`src/rtl/capture_sequencer_pkg.sv`:
```
// Shared definitions for the D5M capture sequencer: state encodings and default timing constants.
package capture_sequencer_pkg;

  typedef enum logic [2:0] {
    ST_IDLE    = 3'd0,
    ST_ARM     = 3'd1,
    ST_CAPTURE = 3'd2,
    ST_FROZEN  = 3'd3
  } state_e;

  localparam int DEF_DEB_CYCLES  = 250000;
  localparam int DEF_TIMEOUT_CYC = 25000000;
  localparam int DEF_NUM_FRAMES  = 1;
  localparam int DEF_FCNT_W      = 8;

endpackage

```
`src/rtl/capture_sequencer_if.sv`:
```
// Key/camera inputs and capture/SDRAM control outputs of the capture sequencer.
interface capture_sequencer_if #(
  parameter int FCNT_W = 8
);

  logic              iTRIG_N;
  logic              iABORT;
  logic              iCONT;
  logic              iFVAL;
  logic              oSTART;
  logic              oEND;
  logic              oLOAD;
  logic              oBUSY;
  logic              oFROZEN;
  logic              oERR;
  logic [FCNT_W-1:0] oFRAME_CNT;
  logic [2:0]        oSTATE;

  modport slave (
    input  iTRIG_N, iABORT, iCONT, iFVAL,
    output oSTART, oEND, oLOAD, oBUSY, oFROZEN, oERR, oFRAME_CNT, oSTATE
  );

  modport master (
    output iTRIG_N, iABORT, iCONT, iFVAL,
    input  oSTART, oEND, oLOAD, oBUSY, oFROZEN, oERR, oFRAME_CNT, oSTATE
  );

endinterface

```
`src/rtl/capture_sequencer_key_debounce.sv`:
```
// Active-low key debouncer: 2-FF synchroniser, stable-low counter, one pulse per press.
module capture_sequencer_key_debounce
  import capture_sequencer_pkg::*;
#(
  parameter int DEB_CYCLES = DEF_DEB_CYCLES
) (
  input  logic iCLK,
  input  logic iRST_N,
  input  logic iKEY_N,
  output logic oPULSE
);

  localparam int CW = $clog2(DEB_CYCLES + 1);

  logic          meta_q, meta_d;
  logic          sync_q, sync_d;
  logic [CW-1:0] cnt_q, cnt_d;
  logic          pulse_q, pulse_d;

  // Counter saturates at DEB_CYCLES so a held key cannot fire twice.
  always_comb begin
    meta_d  = iKEY_N;
    sync_d  = meta_q;
    cnt_d   = '0;
    pulse_d = 1'b0;
    if (sync_q) begin
      cnt_d   = '0;
      pulse_d = 1'b0;
    end else begin
      if (cnt_q == CW'(DEB_CYCLES)) begin
        cnt_d = cnt_q;
      end else begin
        cnt_d = cnt_q + CW'(1);
      end
      pulse_d = (cnt_q == CW'(DEB_CYCLES - 1));
    end
  end

  always_ff @(posedge iCLK or negedge iRST_N) begin
    if (!iRST_N) begin
      meta_q  <= 1'b1;
      sync_q  <= 1'b1;
      cnt_q   <= '0;
      pulse_q <= 1'b0;
    end else begin
      meta_q  <= meta_d;
      sync_q  <= sync_d;
      cnt_q   <= cnt_d;
      pulse_q <= pulse_d;
    end
  end

  assign oPULSE = pulse_q;

endmodule

```
`src/rtl/capture_sequencer.sv`:
```
// D5M capture sequencer: trigger -> wait for vblank -> capture N frames (or live) -> freeze buffer.
module capture_sequencer
  import capture_sequencer_pkg::*;
#(
  parameter int DEB_CYCLES  = DEF_DEB_CYCLES,
  parameter int NUM_FRAMES  = DEF_NUM_FRAMES,
  parameter int TIMEOUT_CYC = DEF_TIMEOUT_CYC,
  parameter int FCNT_W      = DEF_FCNT_W
) (
  input  logic                iCLK,
  input  logic                iRST_N,
  capture_sequencer_if.slave  bus
);

  localparam int WD_W = $clog2(TIMEOUT_CYC + 1);

  state_e            state_q, state_d;
  logic              fval_q, fval_d;
  logic [FCNT_W-1:0] frame_cnt_q, frame_cnt_d;
  logic [WD_W-1:0]   wd_q, wd_d;
  logic              start_q, start_d;
  logic              end_q, end_d;
  logic              load_q, load_d;
  logic              busy_q, busy_d;
  logic              frozen_q, frozen_d;
  logic              err_q, err_d;

  logic              trig_s;
  logic              fall_s;
  logic              edge_s;
  logic              busy_s;
  logic              timeout_s;
  logic [FCNT_W-1:0] frame_inc_s;

  capture_sequencer_key_debounce #(
    .DEB_CYCLES (DEB_CYCLES)
  ) u_key_debounce (
    .iCLK   (iCLK),
    .iRST_N (iRST_N),
    .iKEY_N (bus.iTRIG_N),
    .oPULSE (trig_s)
  );

  assign fval_d      = bus.iFVAL;
  assign fall_s      = fval_q & ~bus.iFVAL;
  assign edge_s      = fval_q ^ bus.iFVAL;
  assign busy_s      = (state_q == ST_ARM) || (state_q == ST_CAPTURE);
  assign timeout_s   = busy_s && !edge_s && (wd_q >= WD_W'(TIMEOUT_CYC - 1));
  assign frame_inc_s = (frame_cnt_q == '1) ? frame_cnt_q : frame_cnt_q + FCNT_W'(1);

  // Same-cycle priority: abort, then timeout, then frame-complete, then trigger.
  always_comb begin
    state_d     = state_q;
    frame_cnt_d = frame_cnt_q;
    start_d     = 1'b0;
    end_d       = 1'b0;
    load_d      = 1'b0;
    err_d       = err_q;
    case (state_q)
      ST_IDLE: begin
        if (trig_s && !bus.iABORT) begin
          state_d = ST_ARM;
          load_d  = 1'b1;
          err_d   = 1'b0;
        end else begin
          state_d = ST_IDLE;
        end
      end
      ST_ARM: begin
        if (bus.iABORT) begin
          end_d   = 1'b1;
          state_d = ST_IDLE;
        end else if (timeout_s) begin
          end_d   = 1'b1;
          err_d   = 1'b1;
          state_d = ST_IDLE;
        end else if (!bus.iFVAL) begin
          start_d     = 1'b1;
          frame_cnt_d = '0;
          state_d     = ST_CAPTURE;
        end else begin
          state_d = ST_ARM;
        end
      end
      ST_CAPTURE: begin
        if (bus.iABORT) begin
          end_d   = 1'b1;
          state_d = ST_IDLE;
        end else if (timeout_s) begin
          end_d   = 1'b1;
          err_d   = 1'b1;
          state_d = ST_IDLE;
        end else if (fall_s && !bus.iCONT && (frame_inc_s == FCNT_W'(NUM_FRAMES))) begin
          frame_cnt_d = frame_inc_s;
          end_d       = 1'b1;
          state_d     = ST_FROZEN;
        end else if (bus.iCONT && trig_s) begin
          frame_cnt_d = fall_s ? frame_inc_s : frame_cnt_q;
          end_d       = 1'b1;
          state_d     = ST_FROZEN;
        end else if (fall_s) begin
          frame_cnt_d = frame_inc_s;
          state_d     = ST_CAPTURE;
        end else begin
          state_d = ST_CAPTURE;
        end
      end
      ST_FROZEN: begin
        if (!bus.iABORT && (trig_s || bus.iCONT)) begin
          state_d = ST_ARM;
          load_d  = 1'b1;
          err_d   = 1'b0;
        end else begin
          state_d = ST_FROZEN;
        end
      end
      default: begin
        state_d = ST_IDLE;
      end
    endcase
  end

  // Watchdog restarts on every FVAL edge and on every state change.
  always_comb begin
    wd_d     = '0;
    busy_d   = (state_d == ST_ARM) || (state_d == ST_CAPTURE);
    frozen_d = (state_d == ST_FROZEN);
    if ((state_d != state_q) || !busy_s || edge_s) begin
      wd_d = '0;
    end else if (wd_q == '1) begin
      wd_d = wd_q;
    end else begin
      wd_d = wd_q + WD_W'(1);
    end
  end

  always_ff @(posedge iCLK or negedge iRST_N) begin
    if (!iRST_N) begin
      state_q     <= ST_IDLE;
      fval_q      <= 1'b0;
      frame_cnt_q <= '0;
      wd_q        <= '0;
      start_q     <= 1'b0;
      end_q       <= 1'b0;
      load_q      <= 1'b0;
      busy_q      <= 1'b0;
      frozen_q    <= 1'b0;
      err_q       <= 1'b0;
    end else begin
      state_q     <= state_d;
      fval_q      <= fval_d;
      frame_cnt_q <= frame_cnt_d;
      wd_q        <= wd_d;
      start_q     <= start_d;
      end_q       <= end_d;
      load_q      <= load_d;
      busy_q      <= busy_d;
      frozen_q    <= frozen_d;
      err_q       <= err_d;
    end
  end

  assign bus.oSTART     = start_q;
  assign bus.oEND       = end_q;
  assign bus.oLOAD      = load_q;
  assign bus.oBUSY      = busy_q;
  assign bus.oFROZEN    = frozen_q;
  assign bus.oERR       = err_q;
  assign bus.oFRAME_CNT = frame_cnt_q;
  assign bus.oSTATE     = state_q;

endmodule

```
`src/flat_wrapper.sv`:
```
// flat-port wrapper written by rule: the top's interface ports become plain ports
module capture_sequencer_flat import capture_sequencer_pkg::*;
#(
  parameter int DEB_CYCLES  = DEF_DEB_CYCLES,
  parameter int NUM_FRAMES  = DEF_NUM_FRAMES,
  parameter int TIMEOUT_CYC = DEF_TIMEOUT_CYC,
  parameter int FCNT_W      = DEF_FCNT_W
)
  (iCLK, iRST_N, bus_iTRIG_N, bus_iABORT, bus_iCONT, bus_iFVAL, bus_oSTART, bus_oEND, bus_oLOAD, bus_oBUSY, bus_oFROZEN, bus_oERR, bus_oFRAME_CNT, bus_oSTATE);
  capture_sequencer_if #(.FCNT_W(FCNT_W)) bus_i ();
  input  logic iCLK;
  input  logic iRST_N;
  input wire logic [$bits(bus_i.iTRIG_N)-1:0] bus_iTRIG_N;
  input wire logic [$bits(bus_i.iABORT)-1:0] bus_iABORT;
  input wire logic [$bits(bus_i.iCONT)-1:0] bus_iCONT;
  input wire logic [$bits(bus_i.iFVAL)-1:0] bus_iFVAL;
  output wire logic [$bits(bus_i.oSTART)-1:0] bus_oSTART;
  output wire logic [$bits(bus_i.oEND)-1:0] bus_oEND;
  output wire logic [$bits(bus_i.oLOAD)-1:0] bus_oLOAD;
  output wire logic [$bits(bus_i.oBUSY)-1:0] bus_oBUSY;
  output wire logic [$bits(bus_i.oFROZEN)-1:0] bus_oFROZEN;
  output wire logic [$bits(bus_i.oERR)-1:0] bus_oERR;
  output wire logic [$bits(bus_i.oFRAME_CNT)-1:0] bus_oFRAME_CNT;
  output wire logic [$bits(bus_i.oSTATE)-1:0] bus_oSTATE;
  assign bus_i.iTRIG_N = bus_iTRIG_N;
  assign bus_i.iABORT = bus_iABORT;
  assign bus_i.iCONT = bus_iCONT;
  assign bus_i.iFVAL = bus_iFVAL;
  assign bus_oSTART = bus_i.oSTART;
  assign bus_oEND = bus_i.oEND;
  assign bus_oLOAD = bus_i.oLOAD;
  assign bus_oBUSY = bus_i.oBUSY;
  assign bus_oFROZEN = bus_i.oFROZEN;
  assign bus_oERR = bus_i.oERR;
  assign bus_oFRAME_CNT = bus_i.oFRAME_CNT;
  assign bus_oSTATE = bus_i.oSTATE;
  capture_sequencer #(.DEB_CYCLES(DEB_CYCLES), .NUM_FRAMES(NUM_FRAMES), .TIMEOUT_CYC(TIMEOUT_CYC), .FCNT_W(FCNT_W)) u_core (.iCLK(iCLK), .iRST_N(iRST_N), .bus(bus_i));
endmodule
```
`config.mk`:
```
export PLATFORM = sky130hd
export DESIGN_NAME = capture_sequencer_flat
export DESIGN_NICKNAME = d
export VERILOG_FILES = /design/src/rtl/capture_sequencer_pkg.sv /design/src/rtl/capture_sequencer_if.sv /design/src/rtl/capture_sequencer_key_debounce.sv /design/src/rtl/capture_sequencer.sv /design/src/flat_wrapper.sv
export SDC_FILE = /design/constraint.sdc
export NUM_CORES = 1
export LEC_CHECK = 0
export CORE_UTILIZATION = 40
export CTS_CLUSTER_SIZE = 12
export DETAILED_ROUTE_END_ITERATION = 10
export PLACE_DENSITY = 0.61
export REMOVE_ABC_BUFFERS = 1
export SLEW_MARGIN = 20
export SYNTH_ARGS = -nofsm -noshare
export SYNTH_HDL_FRONTEND = slang
export SYNTH_SLANG_ARGS = --single-unit
```
`constraint.sdc`:
```
create_clock -name iCLK -period 2.9 [get_ports iCLK]
set_input_delay 0.435 -clock iCLK [delete_from_list [all_inputs] [get_ports iCLK]]
set_output_delay 0.435 -clock iCLK [all_outputs]
set_load 0.05 [all_outputs]
```
* After elaboration in Yosys (flattened, before gate mapping)
Index checks and enable logic that the tools add are counted.
Storage, ports and cells: input bits 6, output and inout port bits 17, word-level logic and storage cells 110, register bits 64
Cells by class: magnitude comparators 1, reductions and logical operators 22, bitwise operators 3, muxes and demuxes 43, add/sub/neg operators 3, equality and inequality tests 24
Operator list (count):
- two-way mux 8 bit | 8
- two-way mux 25 bit | 2
- equality test 18 bit (second input constant) | 2
- two-way mux 18 bit | 2
- adder 25 x 1 -> 25 bit (second input constant) | 1
- equality test 25 bit (second input constant) | 1
- greater-or-equal comparator 25 bit (second input constant) | 1
- two-way mux 1 bit | 19
- adder 18 x 1 -> 18 bit (second input constant) | 1
- case mux 8 bit (2 select lines) | 1
- two-way mux 3 bit | 5
- inequality test 2 bit (second input constant) | 7
- equality test 3 x 2 -> 1 bit (second input constant) | 4
- case mux 3 bit (4 select lines) | 1
- adder 8 x 1 -> 8 bit (second input constant) | 1
- equality test 8 x 1 -> 1 bit (second input constant) | 1
- equality test 8 bit (second input constant) | 1
- inequality test 2 x 1 -> 1 bit (second input constant) | 4
- logical AND 1 bit | 7
- AND reduction 7 bit | 1
- equality test 3 x 1 -> 1 bit (second input constant) | 2
- logical OR 1 bit | 5
- AND reduction 5 bit | 1
- zero test 1 bit | 4
- 12 further kinds | 14

* Longest topological paths before layout
Gate-level depths: netlist (run 1).
word-level depth 12, mapped depth 10, mapped depth without buffers 9

* Modules after synthesis
From an unflattened synthesis (run 1), not the netlist that was laid out.
Unflattened totals: cells, all modules 376, area total of the unflattened synthesis 3757.4 sq um
By module, submodules not included:
- capture_sequencer | times used 1, area each 2686.3 sq um, seq. area each 1051.0 sq um, cells an instance 266
- capture_sequencer_key_debounce | times used 1, area each 1071.0 sq um, seq. area each 528.0 sq um, cells an instance 110

* Least setup slack after synthesis (run 1)
No wires, ideal clock.
path type register to register, start register u_core.frame_cnt_q[0] (netlist: u_core.bus.oFRAME_CNT[0]), end register u_core.wd_q[10], period minus slack after synthesis 2.762 ns, data arrival time 2.638 ns, library setup time 0.125 ns, stages on the path, launching flop included 10, path buffers 1, required time 2.775 ns, setup slack 0.138 ns, path through dfrtp_1 -> ha_1 -> and3_1 -> a211oi_1 -> nor3_1 -> o311a_1 -> o31a_2 -> xnor2_2 -> buf_2 -> nor3_1
On the way: word-level cells in the longest chain between the ends 12, elaborated cells on any way between the ends 14, those cells by class 1 x add/sub; 4 x eq/ne; 6 x mux; 3 x reduce/logical
Ends and longest elaborated chain:
- from (decl) | line capture_sequencer.sv:19 | logic [FCNT_W-1:0] frame_cnt_q, frame_cnt_d;
- from (signal assigned) | line capture_sequencer.sv:152 | frame_cnt_q <= frame_cnt_d;
- adder 8 x 1 -> 8 bit or equality test 8 bit (tied branches) | line capture_sequencer.sv:49 | assign frame_inc_s = (frame_cnt_q == '1) ? frame_cnt_q : frame_cnt_q + FCNT_W'(1);
- two-way mux 8 bit * | line capture_sequencer.sv:49
- equality test 8 x 1 -> 1 bit * | line capture_sequencer.sv:93 | end else if (fall_s && !bus.iCONT && (frame_inc_s == FCNT_W'(NUM_FRAMES))) begin
- logical AND 1 bit * | line capture_sequencer.sv:93
- two-way mux 3 bit * | line capture_sequencer.sv:93
- two-way mux 3 bit * | line capture_sequencer.sv:89 | end else if (timeout_s) begin
- two-way mux 3 bit * | line capture_sequencer.sv:86 | if (bus.iABORT) begin
- case mux 3 bit (4 select lines) * | line capture_sequencer.sv:59 | case (state_q)
- inequality test 3 bit * | line capture_sequencer.sv:128 | if ((state_d != state_q) || !busy_s || edge_s) begin
- logical OR 1 bit * (2 in a row) | line capture_sequencer.sv:128
- inequality test 2 x 1 -> 1 bit (no line) or two-way mux 25 bit (tied branches)
- to (signal assigned) | line capture_sequencer.sv:153 | wd_q <= wd_d;
- to (decl) | line capture_sequencer.sv:20 | logic [WD_W-1:0] wd_q, wd_d;
Mark *: on every way between the ends. The rest lies on a longest branch, timed or not. A chain may end at the register's enable or synchronous reset.

* Worst setup path in the final report (run 1)
start register u_core.frame_cnt_q[0] (netlist: u_core.bus.oFRAME_CNT[0]), end register u_core.wd_q[6]
The elaborated chain is that of the path after synthesis.

==> flow_summary.toml, run 1 <==
[timing]
tightest_slew_ns = 0.801
fmax_mhz = 371
max_slew_margin = 0.466
setup_viol = 0
period_needed_ns = 2.69
finalCritPeriodShare = 0.928
maxSlewViolCount = 0
hold_viol_final = 0
rsz0062_at_grt = "no"
clock_skew_ns = 0.00915

[grt]
met2_usage = 0.272
grt_max_degree = 37
grt_use_total = 0.182
grt_pass1_wl_um = 12600
antenna_found_initial = 0
use_met1 = 0.257
top_usage_layer = "met2"
grt_overflow = 0
grt_pass1_vias = 2657
use_met3 = 0.0322

[setup_path]
cp.arrival_ns = 2.91
r2r_end = "u_core.wd_q[6]"
r2r-start = "u_core.bus.oFRAME_CNT[0]"
cp.required_ns = 3.11
critPathLaunchType = "flop"
path_max_fanout = 11
critPathCaptureType = "flop"
crit_type = "reg2reg"
r2r_slack_ns = 0.21
r2r_cells = 9

[final_layout]
fillerInstances = 798
num_antenna_cells = 0
syn_to_final_growth_pct = 15.6
multiInputGateArea_um2 = 1730
layout.nets = 406
final-seq-area_um2 = 1580
final_area_um2 = 3970
layout-drive-gt1-share = 0.0962
instances_no_fill = 500

[synthesis]
synth_area_leaders = "dfrtp_1 (44%), nor3_1 (5.5%), xnor2_1 (5.1%)"
synth_top_area_cell = "dfrtp_1"
synth_seq_cells = 63
ys_warn_count = 0
yosysTopAreaCellShare = 0.444
synth.distinct_cells = 54
yosysMostFrequentCell = "dfrtp_1"
synth_edf_count = 0
ys.flop_type = "dfrtp_1"
synthCells = 362
syn-cell-area_um2 = 3440
ys_seq_area_frac = 0.460
syn_avg_cell_area_um2 = 9.49
async_flop_share = 1.00
synth_common_cells = "dfrtp_1 (61), nor3_1 (38), nor2_1 (32)"

[die]
io_pins = 23
die_area_um2 = 8960
core_area_um2 = 8260
initial_utilization = 0.416
fp.dieW_um = 94.7
die_h_um = 94.7
row_count = 33

[clocking]
clock_path_buffers = 2
cts_root_buffer = "clkbuf_8"
path_clk_slew_ns = 0.07
clk_latency_ns = 0.34
cts-buffers-inserted = 9
cts_tree = "built"
cts_hold_buf = 0
postCtsSetupBuffers = 0
clock-sinks = 63
cts_max_level = 3
postCtsResizedCells = 0

[drt]
drcViolationCount = 0
drt_iter0_markers = 123
totalWireLength_um = 7300
num_vias = 2774
firstDrtPassIters = 4
postRouteAntennaNets = 0
wl_per_cell_um = 14.6
viasPerCell = 5.55

[placement]
hpwl_um = 5090
dpl_cell_area_um2 = 3780
io_buffers = 21
gp_congestion = 0.799
dp_cells = 484

[pwr]
power.share.switching = 0.226
pwr-share-comb = 0.027
power.leakage_nw = 1.55
pwr-share-clk = 0.441
p_seq_frac = 0.531
p_int_mw = 1.30
p_sw_uw = 380
powerDensity_nw_per_um2 = 424
irDropWorstVdd_mv = 0.228

[outcome]
status = "completed"

[run]
max_cap_violations = 0

[min_path]
min_path_type = "in2async"
## power by group through the flow
stage | Combinational, mW | Sequential [mW] | Clock (mW)
3_3_place_gp | 0.0465 | 0.910 | 0
5_1_grt | 0.0542 | 0.895 | 0.805
3_5_place_dp | 0.0477 | 0.910 | 0
2_1_floorplan | 0.0159 | 0.908 | 0
4_1_cts | 0.0478 | 0.894 | 0.772
6_report | 0.0457 | 0.894 | 0.743
## worst max-delay path: stages (launching register included)
cell and delay, ns:
dfrtp_1 0.39, ha_1 0.26, and3_1 0.24, a211oi_1 0.31, nor3_1 0.12, o311a_1 0.35
o31a_2 0.32, xnor2_2 0.26, buf_4 0.24, nor3_1 0.08
## registers in the layout, summed over array words and instances (netlist names)
signal / cells
u_core.bus.oSTATE: 2
u_core.bus.oEND: 1
u_core.bus.oBUSY: 1
u_core.fval_q: 1
u_core.u_key_debounce.meta_q: 1
u_core.bus.oFROZEN: 1
u_core.wd_q: 25
u_core.bus.oFRAME_CNT: 8
u_core.bus.oSTART: 1
u_core.u_key_debounce.oPULSE: 1
u_core.u_key_debounce.cnt_q: 18
u_core.u_key_debounce.sync_q: 1
u_core.bus.oLOAD: 1
u_core.bus.oERR: 1
## through the flow
| stage | utilization | total power [mW] | hold slack, ns | setup TNS [ns] | worst slack, ns |
|---|---|---|---|---|---|
| after detailed placement | 0.457 | 0.958 | 0.347 | 0 | 0.155 |
| after floorplan | - | 0.924 | 0.139 | -2.82 | -0.126 |
| after global routing | 0.481 | 1.75 | 0.252 | 0 | 0.0264 |
| after global placement | 0.457 | 0.957 | 0.346 | 0 | 0.219 |
| after CTS | 0.481 | 1.71 | 0.209 | 0 | 0.207 |
| final | 0.481 | 1.68 | 0.182 | 0 | 0.207 |
## metal layers
metal | wire (um) | vias to the layer above
met1 | 3630 | 1334
met5 | 0 | -
met4 | 110 | 0
met2 | 3240 | 68
met3 | 323 | 7
li1 | - | 1365
## layout by cell type, fill, tap and decap left out, drive strengths merged, types with 10 or more instances in the layout
| cell | count |
|---|---|
| nand4 | 16 |
| nand2 | 24 |
| xor2 | 16 |
| nor2 | 33 |
| buf | 11 |
| o21ai | 12 |
| clkdlybuf4s50 | 20 |
| nor3 | 38 |
| dfrtp | 61 |
| clkbuf | 14 |
| nand3 | 20 |
| xnor2 | 21 |
| ha | 10 |
| inv | 14 |
| a21oi | 11 |
## kinds of logic (layout without fill, tap and decap cells)
group,Yosys count,in the layout,share of synthesized area
adder cells (fa/ha/maj),10,10,0.0364
other,1,1,0.00109
flip-flops,63,63,0.460
AO/OA/AOI/OAI,50,50,0.102
buffers and inverters,28,61,0.0361
AND/OR/NAND/NOR,172,172,0.265
multiplexers,1,1,0.00291
XOR/XNOR,37,37,0.0965
## cell type report
cell class	instances	area share
multi-input cells	271	0.436
flip-flops and latches	63	0.398
repair buffers	31	0.0706
clock buffers	14	0.0460
well taps	105	0.0331
inverters	14	0.0132
clock inverters	2	0.00315
## worst max path at each step
| stage | startpoint | to | slack [ns] | cells after the start |
|---|---|---|---|---|
| 6_report | u_core.bus.oFRAME_CNT[0] | u_core.wd_q[6] | 0.21 | 9 |
| 2_1_floorplan | u_core.bus.oFRAME_CNT[0] | u_core.wd_q[11] | -0.13 | 8 |
| 4_1_cts | u_core.bus.oFRAME_CNT[0] | u_core.wd_q[6] | 0.21 | 9 |
| 3_3_place_gp | bus_iFVAL | u_core.wd_q[0] | 0.22 | 9 |
| 5_1_grt | u_core.bus.oFRAME_CNT[0] | u_core.wd_q[1] | 0.03 | 9 |
| 3_5_place_dp | bus_iFVAL | u_core.bus.oFRAME_CNT[1] | 0.15 | 8 |
Note: power is estimated with default switching activity, not from simulation.
==> run 2, diff against run 1 <==
HOLD_SLACK_MARGIN = 0.15   (was unset)
SLEW_MARGIN = 30   (was 20)
==> results of run 2 <==
Final layout, timing and power as in run 1 (identical DEF).
==> run 3, diff against run 2 <==
TNS_END_PERCENT = 100   (was unset)
==> results of run 3 <==
Final layout, timing and power as in run 1 (identical DEF).
